[src/rtl/seven_segment_pkg.sv]
// Segment patterns for a common seven-segment-plus-dot display.
// Bit 7 = a ... bit 1 = g, bit 0 = decimal point; all active-high.
package seven_segment_pkg;

  localparam logic [7:0] seg_0 = 8'hFC;
  localparam logic [7:0] seg_1 = 8'h60;
  localparam logic [7:0] seg_2 = 8'hDA;
  localparam logic [7:0] seg_3 = 8'hF2;
  localparam logic [7:0] seg_4 = 8'h66;
  localparam logic [7:0] seg_5 = 8'hB6;
  localparam logic [7:0] seg_6 = 8'hBE;
  localparam logic [7:0] seg_7 = 8'hE0;
  localparam logic [7:0] seg_8 = 8'hFE;
  localparam logic [7:0] seg_9 = 8'hF6;
  localparam logic [7:0] seg_a = 8'hEE;
  localparam logic [7:0] seg_b = 8'h3E;
  localparam logic [7:0] seg_c = 8'h9C;
  localparam logic [7:0] seg_d = 8'h7A;
  localparam logic [7:0] seg_e = 8'h9E;
  localparam logic [7:0] seg_f = 8'h8E;

  localparam logic [7:0] seg_blank    = 8'h00;
  localparam logic [7:0] seg_dot_mask = 8'h01;

endpackage

[src/rtl/hex_to_seven_segment.sv]
// Combinational hex nibble to a..g segment decoder (dot excluded).
// Zero latency; no flow control.
module hex_to_seven_segment
  import seven_segment_pkg::*;
(
  input  logic [3:0] nibble_i,
  output logic [6:0] seg_o
);

  logic [7:0] pattern;

  always_comb begin
    pattern = seg_blank;
    case (nibble_i)
      4'h0: pattern = seg_0;
      4'h1: pattern = seg_1;
      4'h2: pattern = seg_2;
      4'h3: pattern = seg_3;
      4'h4: pattern = seg_4;
      4'h5: pattern = seg_5;
      4'h6: pattern = seg_6;
      4'h7: pattern = seg_7;
      4'h8: pattern = seg_8;
      4'h9: pattern = seg_9;
      4'hA: pattern = seg_a;
      4'hB: pattern = seg_b;
      4'hC: pattern = seg_c;
      4'hD: pattern = seg_d;
      4'hE: pattern = seg_e;
      default: pattern = seg_f;
    endcase
  end

  assign seg_o = pattern[7:1];

endmodule

[src/rtl/seven_segment_scanner.sv]
// Multiplexed seven-segment driver: one digit per strobe, value snapshotted per frame.
// Outputs registered 1 clk after a strobe edge; no backpressure, paced purely by strobe.
module seven_segment_scanner
  import seven_segment_pkg::*;
#(
  parameter int w_digit            = 4,
  parameter bit leading_zero_blank = 1'b0
) (
  input  logic                   clk,
  input  logic                   rst,
  input  logic                   strobe,
  input  logic [w_digit*4-1:0]   number,
  input  logic [w_digit-1:0]     dots,
  output logic [7:0]             abcdefgh,
  output logic [w_digit-1:0]     digit
);

  localparam int               w_idx    = (w_digit > 1) ? $clog2(w_digit) : 1;
  localparam logic [w_idx-1:0] idx_last = w_idx'(w_digit - 1);

  logic [w_idx-1:0]     idx_q, idx_d;
  logic [w_digit*4-1:0] snap_number_q, snap_number_d;
  logic [w_digit-1:0]   snap_dots_q, snap_dots_d;
  logic [7:0]           seg_q, seg_d;
  logic [w_digit-1:0]   digit_q, digit_d;

  logic [3:0]           nibble;
  logic [6:0]           seg7;
  logic [w_digit:0]     zero_from;
  logic                 blank;

  // Scan position and frame snapshot; the snapshot only reloads when wrapping to digit 0.
  always_comb begin
    idx_d         = idx_q;
    snap_number_d = snap_number_q;
    snap_dots_d   = snap_dots_q;
    if (strobe) begin
      if (idx_q == idx_last) begin
        idx_d         = '0;
        snap_number_d = number;
        snap_dots_d   = dots;
      end else begin
        idx_d = idx_q + 1'b1;
      end
    end

    // zero_from[k]: nibbles k..w_digit-1 of the next snapshot are all zero.
    zero_from          = '0;
    zero_from[w_digit] = 1'b1;
    for (int k = w_digit - 1; k >= 0; k--) begin
      zero_from[k] = zero_from[k+1] && (snap_number_d[4*k +: 4] == 4'h0);
    end

    nibble = snap_number_d[{idx_d, 2'b00} +: 4];
    blank  = leading_zero_blank && (idx_d != '0) && zero_from[idx_d];
  end

  hex_to_seven_segment u_hex (
    .nibble_i (nibble),
    .seg_o    (seg7)
  );

  always_comb begin
    seg_d   = seg_q;
    digit_d = digit_q;
    if (strobe) begin
      seg_d   = (blank ? seg_blank : {seg7, 1'b0})
              | (snap_dots_d[idx_d] ? seg_dot_mask : seg_blank);
      digit_d = w_digit'(1) << idx_d;
    end
  end

  always_ff @(posedge clk) begin
    if (rst) begin
      idx_q         <= idx_last;
      snap_number_q <= '0;
      snap_dots_q   <= '0;
      seg_q         <= seg_blank;
      digit_q       <= '0;
    end else begin
      idx_q         <= idx_d;
      snap_number_q <= snap_number_d;
      snap_dots_q   <= snap_dots_d;
      seg_q         <= seg_d;
      digit_q       <= digit_d;
    end
  end

  assign abcdefgh = seg_q;
  assign digit    = digit_q;

endmodule

[config.mk]
export PLATFORM = sky130hd
export DESIGN_NAME = seven_segment_scanner
export DESIGN_NICKNAME = d
export VERILOG_FILES = /design/src/rtl/seven_segment_pkg.sv /design/src/rtl/hex_to_seven_segment.sv /design/src/rtl/seven_segment_scanner.sv
export SDC_FILE = /design/constraint.sdc
export NUM_CORES = 1
export LEC_CHECK = 0
export BUFFER_PORTS_ARGS = -buffer_cell sky130_fd_sc_hd__buf_2
export CAP_MARGIN = 20
export CORE_MARGIN = 2
export CORE_UTILIZATION = 58
export DETAILED_ROUTE_END_ITERATION = 8
export PLACE_DENSITY = 0.81
export SYNTH_ARGS = -nofsm -noshare
export SYNTH_HDL_FRONTEND = slang
export SYNTH_SLANG_ARGS = --single-unit
[constraint.sdc]
create_clock -name clk -period 4.95 [get_ports clk]
set_input_delay 0 -clock clk [delete_from_list [all_inputs] [get_ports clk]]
set_output_delay 0 -clock clk [all_outputs]
set_load 0.01 [all_outputs]
==> impl_metrics.yaml, run 1 <==
run:
  maxCapViolations: 0
timing:
  grt_setup_unrepaired: "no"
  fin_skew_ns: 0.00537
  setup_violations: 0
  period_needed_ns: 3.26
  period_share_pct: 65.9
  finalHoldViolCount: 0
  maxSlewHeadroom_pct: 46.5
  fmax_mhz: 307
  max_slew.worst_pin.slew_ns: 0.795
  report.final.slew_viol_count: 0
  fin_tns_setup_ns: 0
global_route:
  top_usage_layer: "met2"
  first_global_vias: 1488
  grt_util_met3_pct: 8.53
  overflow: 0
  antenna_found_initial: 0
  grtUsageTotal_pct: 25.8
  grt_util_met2_pct: 39.9
  grt_max_degree: 55
  grtUsageMet1_pct: 34.5
  grt_pass1_wl_mm: 7.04
synthesis:
  ys_ff_latch: 34
  synth_nets: 245
  synth_compound_gate_area_share_pct: 24.6
  yosys.area_share.simple_pct: 23.7
  synth_edf_count: 0
  netlist_area_mm2: 0.00188
  ys_seq_area_share_pct: 36.1
  ys_warn_count: 0
  ys_types: 51
  ys.flop_type: "dfxtp_1"
  synth_top_family_by_area: "compound AO/OA/AOI/OAI gates"
  synthArstFlopShare_pct: 0
  synth.area.top_cells: "dfxtp_1, nor2_1, ha_1"
  synth_mux_area_share_pct: 4.98
  yosysTopAreaCell: "dfxtp_1"
  synthCells: 214
  avgSynthCellArea_um2: 8.80
  synth_xor_area_share_pct: 0.465
  synth_top_area_share_pct: 36.1
  synthAdderAreaFrac_pct: 5.32
critical_path:
  critPathLaunchType: "register"
  reg2reg_slack_ns: 1.69
  cp_max_fo: 26
  worst-endpoint-arrival_ns: 3.55
  crit_chain: "ha_1 -> buf_4 -> nand2_1 -> a221o_1 -> nand4_1 -> inv_1 -> ha_1 -> mux4_2 -> a211oi_2"
  critical_path_buf_inv_count: 2
  cp_common_cell: "ha_1"
  slowest_delay_ns: 0.61
  worst-setup-path-type: "reg -> reg"
  worst_setup_path_end_kind: "register"
  cpLargestDelayFamily: "compound AO/OA/AOI/OAI gates"
  required_ns: 5.24
  crit_path_top_delay_cell: "dfxtp_1"
drt:
  routed_wl_mm: 4.35
  dr.first_iter.drc_count: 104
  ant_nets: 0
  drt_pass1_iterations: 5
  wl_per_cell_um: 14.8
  vias: 1728
  drc: 0
  viasPerCell: 5.90
clock_network:
  ctsHoldBuffers: 8
  cts_max_level: 2
  insertion_delay_ns: 0.36
  cts_tree: "built"
  numCtsBuffers: 5
  root_buffer: "clkbuf_4"
  clock_sinks: 34
  cts_setup_buffers: 0
  clk_pin_slew_ns: 0.11
  clock_path_buffers: 2
  cts_resized: 0
pwr:
  ir_worst_vdd_mv: 0.184
  p_leak_uw: 0.000976
  power_uw: 812
  power_density_mw_per_mm2: 363
floorplanning:
  initial_utilization_pct: 61.2
  pin_count: 35
  core_area_mm2: 0.00308
  die_h_um: 61.0
  rows: 20
  fp.dieW_um: 61.0
  fp.dieArea_mm2: 0.00372
layout:
  antenna_cells: 0
  final-instance-count-excl-fill: 293
  fin_nets: 279
  syn_to_final_growth_pct: 18.7
  drive_gt1_share_pct: 21.7
place:
  dp_hpwl_mm: 3.00
  dp.cells: 277
  port_buffers: 34
  gp_congestion: 0.902
status:
  status: "finished, final reports clean"
hold_path:
  hold_class: "in -> reg"
## worst paths after layout
path,start,endpoint,depth (start not counted)
hold / removal,number[15],snap_number_q[15],4
hold reg to reg,snap_number_q[0],snap_number_q[0],2
setup / recovery,idx_q[0],abcdefgh[4],9
setup reg to reg,idx_q[0],abcdefgh[4],9
## state kept, by name, indices dropped and copies added (netlist names)
name,flops
digit,4
idx_q,2
snap_dots_q,4
snap_number_q,16
abcdefgh,8
## cells in the final DEF (no fill, tap or decap), types with 2 or more instances in the layout
cell           instances
a221oi_1               2
a22oi_1                3
or3b_1                 2
dfxtp_1               34
ha_1                   8
mux2i_1                6
nand3b_1               2
buf_2                 34
nand2_1                8
o211ai_1               2
nor2_1                32
o21bai_1               2
a21boi_0               5
and3_1                12
bufinv_16              2
and3b_1                2
nor3b_1                3
o22ai_1                6
or3_1                  2
a32o_1                 2
dlygate4sd3_1          8
a21bo_2                3
nand3_1                6
a21oi_1               15
and2_1                 2
clkbuf_4               5
o41ai_1                2
a221o_1                6
nor3_1                 4
inv_1                  5
## logic make-up after synthesis
kind of cell	count (synthesis)
flops	34
buf+inv	21
xor+xnor	1
fa+ha+maj	8
simple gates	83
mux	8
compound gates	59
## through the flow
stage	cell area [µm²]	setup slack [ns]	hold slack, ns	util [%]
final	2230	1.69	0.0231	72.6
after global placement	2040	1.81	0.262	66.4
after detailed placement	2040	1.72	0.261	66.4
after global routing	2230	1.41	0.0136	72.6
after floorplan	1880	2.01	0.136	-
after CTS	2230	1.68	0.0231	72.6
## metal layers
| metal | share of wire [%] | vias to the layer above |
|---|---|---|
| met1 | 46 | 813 |
| met4 | 0.57 | 0 |
| met3 | 5.0 | 2 |
| met2 | 48 | 48 |
| li1 | - | 865 |
| met5 | 0 | - |
## cell usage after synthesis, types with 2 or more instances
master     n
dfxtp_1   34
nor2_1    32
a21oi_1   15
and3_1    12
clkbuf_1  11
ha_1       8
nand2_1    8
a221o_1    6
mux2i_1    6
nand3_1    6
o22ai_1    6
a21boi_0   5
inv_1      5
buf_2      4
nor3_1     4
a21bo_2    3
a22oi_1    3
nor3b_1    3
a221oi_1   2
a32o_1     2
and2_1     2
and3b_1    2
nand3b_1   2
o211ai_1   2
o21bai_1   2
o41ai_1    2
or3_1      2
or3b_1     2
## area by class of cell
type | instances | area [µm²]
repair buffers | 43 | 258
clock inverters | 2 | 60.1
clock buffers | 6 | 51.3
fillers | 248 | 843
flip-flops and latches | 34 | 681
multi-input cells | 159 | 1110
well taps | 44 | 55.1
inverters | 5 | 18.8
## tightest hold or removal path: stages
cell     delay (ns)
buf_2          0.07
and3_1         0.16
a21oi_1        0.05
nor2_1         0.07
## power breakdown
part / switching [µW] / total (µW) / internal [µW]
clock: 103 / 274 / 171
sequential: 14.0 / 312 / 298
combinational: 127 / 226 / 99.0
No activity file was read; power rests on OpenSTA's default activity.
==> run 2, diff against run 1 <==
CORE_UTILIZATION = 49   (was 58)
PLACE_DENSITY = 0.73   (was 0.81)
clock period = 2.8 ns   (was 4.95 ns; I/O delays follow)
==> run 2 against run 1 <==
Compared with the run above: wire length is 0.71% higher; critical path depth is 1 lower; global-route usage is 3.5 points lower; via count hardly changed; flip-flop and latch count stayed put; combinational power is 89% higher; die area is 17% higher; critical path type unchanged; largest cell class unchanged; highest routed layer unchanged.
==> impl_metrics.yaml, run 2 (same netlist as run 1, synthesis figures left out) <==
timing:
  finalHoldViolCount: 0
  max_slew.worst_pin.slew_ns: 0.755
  period_share_pct: 94.0
  fmax_mhz: 380
  setup_violations: 0
  period_needed_ns: 2.63
  fin_tns_setup_ns: 0
  maxSlewHeadroom_pct: 49.3
  fin_skew_ns: 0.00363
  grt_setup_unrepaired: "no"
  report.final.slew_viol_count: 0
critical_path:
  crit_start: "idx_q[0]"
  crit_chain: "buf_4 -> nor3_1 -> o221ai_1 -> nand4_1 -> inv_1 -> ha_1 -> mux4_2 -> a211oi_2"
  reg2reg_slack_ns: 0.17
  critPathLaunchType: "register"
  worst-setup-path-type: "reg -> reg"
  worstRegToRegCells: 8
  cpLargestDelayFamily: "simple AND/OR/NAND/NOR gates"
  crit_path_top_delay_cell: "nor3_1"
  worst-endpoint-arrival_ns: 2.84
  critical_path_buf_inv_count: 2
  cp_max_fo: 15
  required_ns: 3.01
  worst_setup_path_end_kind: "register"
  slowest_delay_ns: 0.54
  r2r_start: "idx_q[0]"
  r2r-end: "abcdefgh[4]"
floorplanning:
  pin_count: 35
  rows: 22
  initial_utilization_pct: 51.1
  fp.dieArea_mm2: 0.00435
  fp.dieW_um: 66.0
  die_h_um: 66.0
  core_area_mm2: 0.00369
clock_network:
  clock_path_buffers: 2
  cts_setup_buffers: 0
  insertion_delay_ns: 0.29
  cts_max_level: 2
  numCtsBuffers: 5
  clk_pin_slew_ns: 0.07
  cts_tree: "built"
  root_buffer: "clkbuf_8"
  clock_sinks: 34
layout:
  antenna_cells: 0
  design_area_mm2: 0.00226
  drive_gt1_share_pct: 24.9
  fin_nets: 283
  layout_common_cells: "buf_2, nor2_1, dfxtp_1"
  top_register: "snap_number_q"
  final_util_pct: 61.3
  layout_commonest_cell: "buf_2"
  final-instance-count-excl-fill: 301
  syn_to_final_growth_pct: 20.0
  largest_register_ff_count: 16
hold_path:
  min-delay-start: "number[14]"
  whs_path_depth: 3
  worstHoldEndpoint: "snap_number_q[14]"
  hold_class: "in -> reg"
drt:
  routed_wl_mm: 4.38
  wl_per_cell_um: 14.6
  viasPerCell: 5.74
  dr.first_iter.drc_count: 74
  drt_pass1_iterations: 4
  drc: 0
  vias: 1727
  ant_nets: 0
place:
  dp_hpwl_mm: 3.13
  placement.cell_area_mm2: 0.00211
  gp_congestion: 0.945
  port_buffers: 34
  dp.cells: 288
run:
  maxCapViolations: 0
global_route:
  first_global_vias: 1641
  antenna_found_initial: 0
  grtUsageTotal_pct: 22.2
  grt_pass1_wl_mm: 7.30
  grt_max_degree: 35
  overflow: 0
pwr:
  p_leak_uw: 0.000988
  power_density_mw_per_mm2: 594
  ir_worst_vdd_mv: 0.271
status:
  status: "finished, final reports clean"
-- run 2: worst max path at each step --
stage,cells past startpoint,slack [ns],end
global route,8,0.03,abcdefgh[4]
floorplan,10,0.02,abcdefgh[4]
CTS,8,0.08,abcdefgh[4]
finish,8,0.17,abcdefgh[4]
global placement,8,0.17,abcdefgh[4]
detailed placement,8,0.12,abcdefgh[4]
-- run 2: through the flow --
stage | power (µW) | worst slack, ns | hold slack, ns
floorplan | 860 | 0.0164 | 0.136
global placement | 964 | 0.166 | 0.262
detailed placement | 969 | 0.118 | 0.263
CTS | 1350 | 0.0758 | 0.00237
global route | 1420 | 0.0324 | 0.0456
finish | 1340 | 0.169 | 0.00639
-- run 2: area by class of cell --
type                    count  area [µm²]
fillers                   370        1430
flip-flops and latches     34         683
repair buffers             47         280
well taps                  48        60.1
clock buffers               7        86.3
clock inverters             1        5.00
multi-input cells         159        1130
inverters                   5        18.8
-- run 2: where the power goes --
part	internal, µW	switching, µW	total, µW
Clock	198	171	369
Combinational	194	233	427
Sequential	528	18.8	547
Total	920	422	1340
-- run 2: metal layers --
layer	part of all wire [%]	vias up	track usage (%)
met5	0	-	0
li1	-	869	-
met1	46	808	27.2
met2	47	41	36.9
met3	4.7	9	5.45
met4	2.0	0	9.95
-- run 2: timing repair --
item                                    4_1_cts  5_1_grt
hold buffers                                  5        0
hold endpoints to repair                      5        0
resized for setup                             0        3
endpoints found under the setup margin        0        1
-- run 2: tightest hold or removal path, stage by stage --
cell and delay (ns):
buf_2 0.09, nand3_1 0.08, a21oi_1 0.06
==> run 3, diff against run 2 <==
PLACE_DENSITY = 0.75   (was 0.73)
RECOVER_POWER = 100   (was unset)
==> run 3 against run 2 <==
Compared with the run above: global-route usage down 1.5 points; critical endpoint unchanged; design area shrank 1.0%; via count fell by 1.0%; sequential power barely moved; fmax down 2.6%; clock-buffer cell count decreased by 2; power is 4.4% higher; worst hold slack got worse by 0.0051 ns; first-iteration DRC count up 34%; critical path depth did not move; die area stayed put; sequential share of layout area is 0.25 points higher.
==> impl_metrics.yaml, run 3 (same netlist as run 1, synthesis figures left out) <==
floorplanning:
  rows: 22
  initial_utilization_pct: 51.1
  fp.dieArea_mm2: 0.00435
  core_area_mm2: 0.00369
  pin_count: 35
  die_h_um: 66.0
  fp.dieW_um: 66.0
timing:
  report.final.slew_viol_count: 0
  fin_skew_ns: 0.00835
  period_share_pct: 96.5
  setup_violations: 0
  fin_tns_setup_ns: 0
  period_needed_ns: 2.70
  finalHoldViolCount: 0
  maxSlewHeadroom_pct: 47.2
  grt_setup_unrepaired: "no"
  max_slew.worst_pin.slew_ns: 0.786
  fmax_mhz: 370
critical_path:
  critical_path_buf_inv_count: 1
  worst-setup-path-type: "reg -> reg"
  worst_setup_path_end_kind: "register"
  cp_max_fo: 8
  crit_chain: "ha_4 -> or3b_2 -> a221o_1 -> nand4_1 -> inv_2 -> ha_1 -> mux4_2 -> a211oi_2"
  cpLargestDelayFamily: "simple AND/OR/NAND/NOR gates"
  crit_path_top_delay_cell: "or3b_2"
  slowest_delay_ns: 0.49
  required_ns: 3.00
  critPathLaunchType: "register"
  worst-endpoint-arrival_ns: 2.90
place:
  gp_congestion: 0.899
  port_buffers: 34
  dp_hpwl_mm: 3.01
  placement.cell_area_mm2: 0.00211
layout:
  drive_gt1_share_pct: 19.4
  top_register: "snap_number_q"
  antenna_cells: 0
  syn_to_final_growth_pct: 18.8
  fin_nets: 282
  largest_register_ff_count: 16
  layout_common_cells: "dfxtp_1, nor2_1, buf_2"
  layout_commonest_cell: "dfxtp_1"
  design_area_mm2: 0.00224
clock_network:
  root_buffer: "clkbuf_8"
  clock_sinks: 34
  cts_setup_buffers: 0
  cts_tree: "built"
  clock_path_buffers: 2
  cts_max_level: 2
  clk_pin_slew_ns: 0.08
  numCtsBuffers: 5
  insertion_delay_ns: 0.29
drt:
  vias: 1709
  ant_nets: 0
  dr.first_iter.drc_count: 99
  viasPerCell: 5.70
  drt_pass1_iterations: 4
  drc: 0
  wl_per_cell_um: 14.0
  routed_wl_mm: 4.21
global_route:
  overflow: 0
  first_global_vias: 1557
  grt_max_degree: 35
  grtUsageTotal_pct: 20.8
  grt_pass1_wl_mm: 6.96
  grt_util_met3_pct: 4.60
  grtUsageMet1_pct: 27.4
  grt_util_met2_pct: 33.3
  top_usage_layer: "met2"
  antenna_found_initial: 0
status:
  status: "finished, final reports clean"
hold_path:
  hold_class: "in -> reg"
pwr:
  p_leak_uw: 0.000941
  ir_worst_vdd_mv: 0.379
  power_density_mw_per_mm2: 627
run:
  maxCapViolations: 0
-- run 3: cell types whose count changed in the layout (fill, tap and decap cells not counted), sizes merged --
cell,before,now
buf,42,28
bufinv,0,1
clkbuf,7,19
clkinv,1,2
dlygate4sd3,5,4
-- run 3: path summary, 6_finish.rpt --
kind	slack, ns	depth (start not counted)	end	startpoint
worst min register to register	0.47	2	snap_number_q[0]	snap_number_q[0]
worst max-delay path	0.1	8	abcdefgh[4]	idx_q[1]
worst min-delay path	0.001	3	snap_number_q[14]	number[14]
worst max register to register	0.1	8	abcdefgh[4]	idx_q[1]
-- run 3: worst min-delay path, delay by kind of cell --
family / cells / cell delay, ns
buf+inv: 1 / 0.09
simple gates: 1 / 0.08
compound gates: 1 / 0.06
-- run 3: layout make-up --
type	instances	area [µm²]
Timing Repair Buffer	46	248
Inverter	5	18.8
Clock buffer	5	68.8
Tap cell	48	60.1
Multi-Input combinational cell	159	1120
Fill cell	341	1450
Clock inverter	3	40.0
Sequential cell	34	682
-- run 3: routing by layer --
| metal | part of all wire, % | wire [µm] |
|---|---|---|
| met1 | 46 | 1950 |
| met2 | 47 | 1960 |
| met3 | 5.6 | 234 |
| met4 | 1.4 | 57 |
| met5 | 0 | 0 |
-- run 3: per-stage QoR --
stage               cells  setup slack, ns  power (µW)  utilization, %  hold WS [ns]
CTS                   300           0.0871        1410            61.3       0.00533
global placement      288            0.158         962            57.3         0.271
global route          300           0.0110        1480            60.7        0.0156
finish                300           0.0984        1400            60.7       0.00133
floorplan             214           0.0164         860               -         0.136
detailed placement    288            0.108         967            57.3         0.274
-- run 3: where the power goes --
part	leakage, µW	internal [µW]	total, µW	switching (µW)
combinational	0.000604	182	411	229
clock	0.0000579	262	444	182
sequential	0.000280	527	547	19.1
total	0.000941	971	1400	430
-- run 3: what timing repair did --
item	in CTS	in global routing
hold buffers	4	0
gates resized for setup	0	3
endpoints found under the setup margin	0	1
endpoints found under the hold margin	4	0
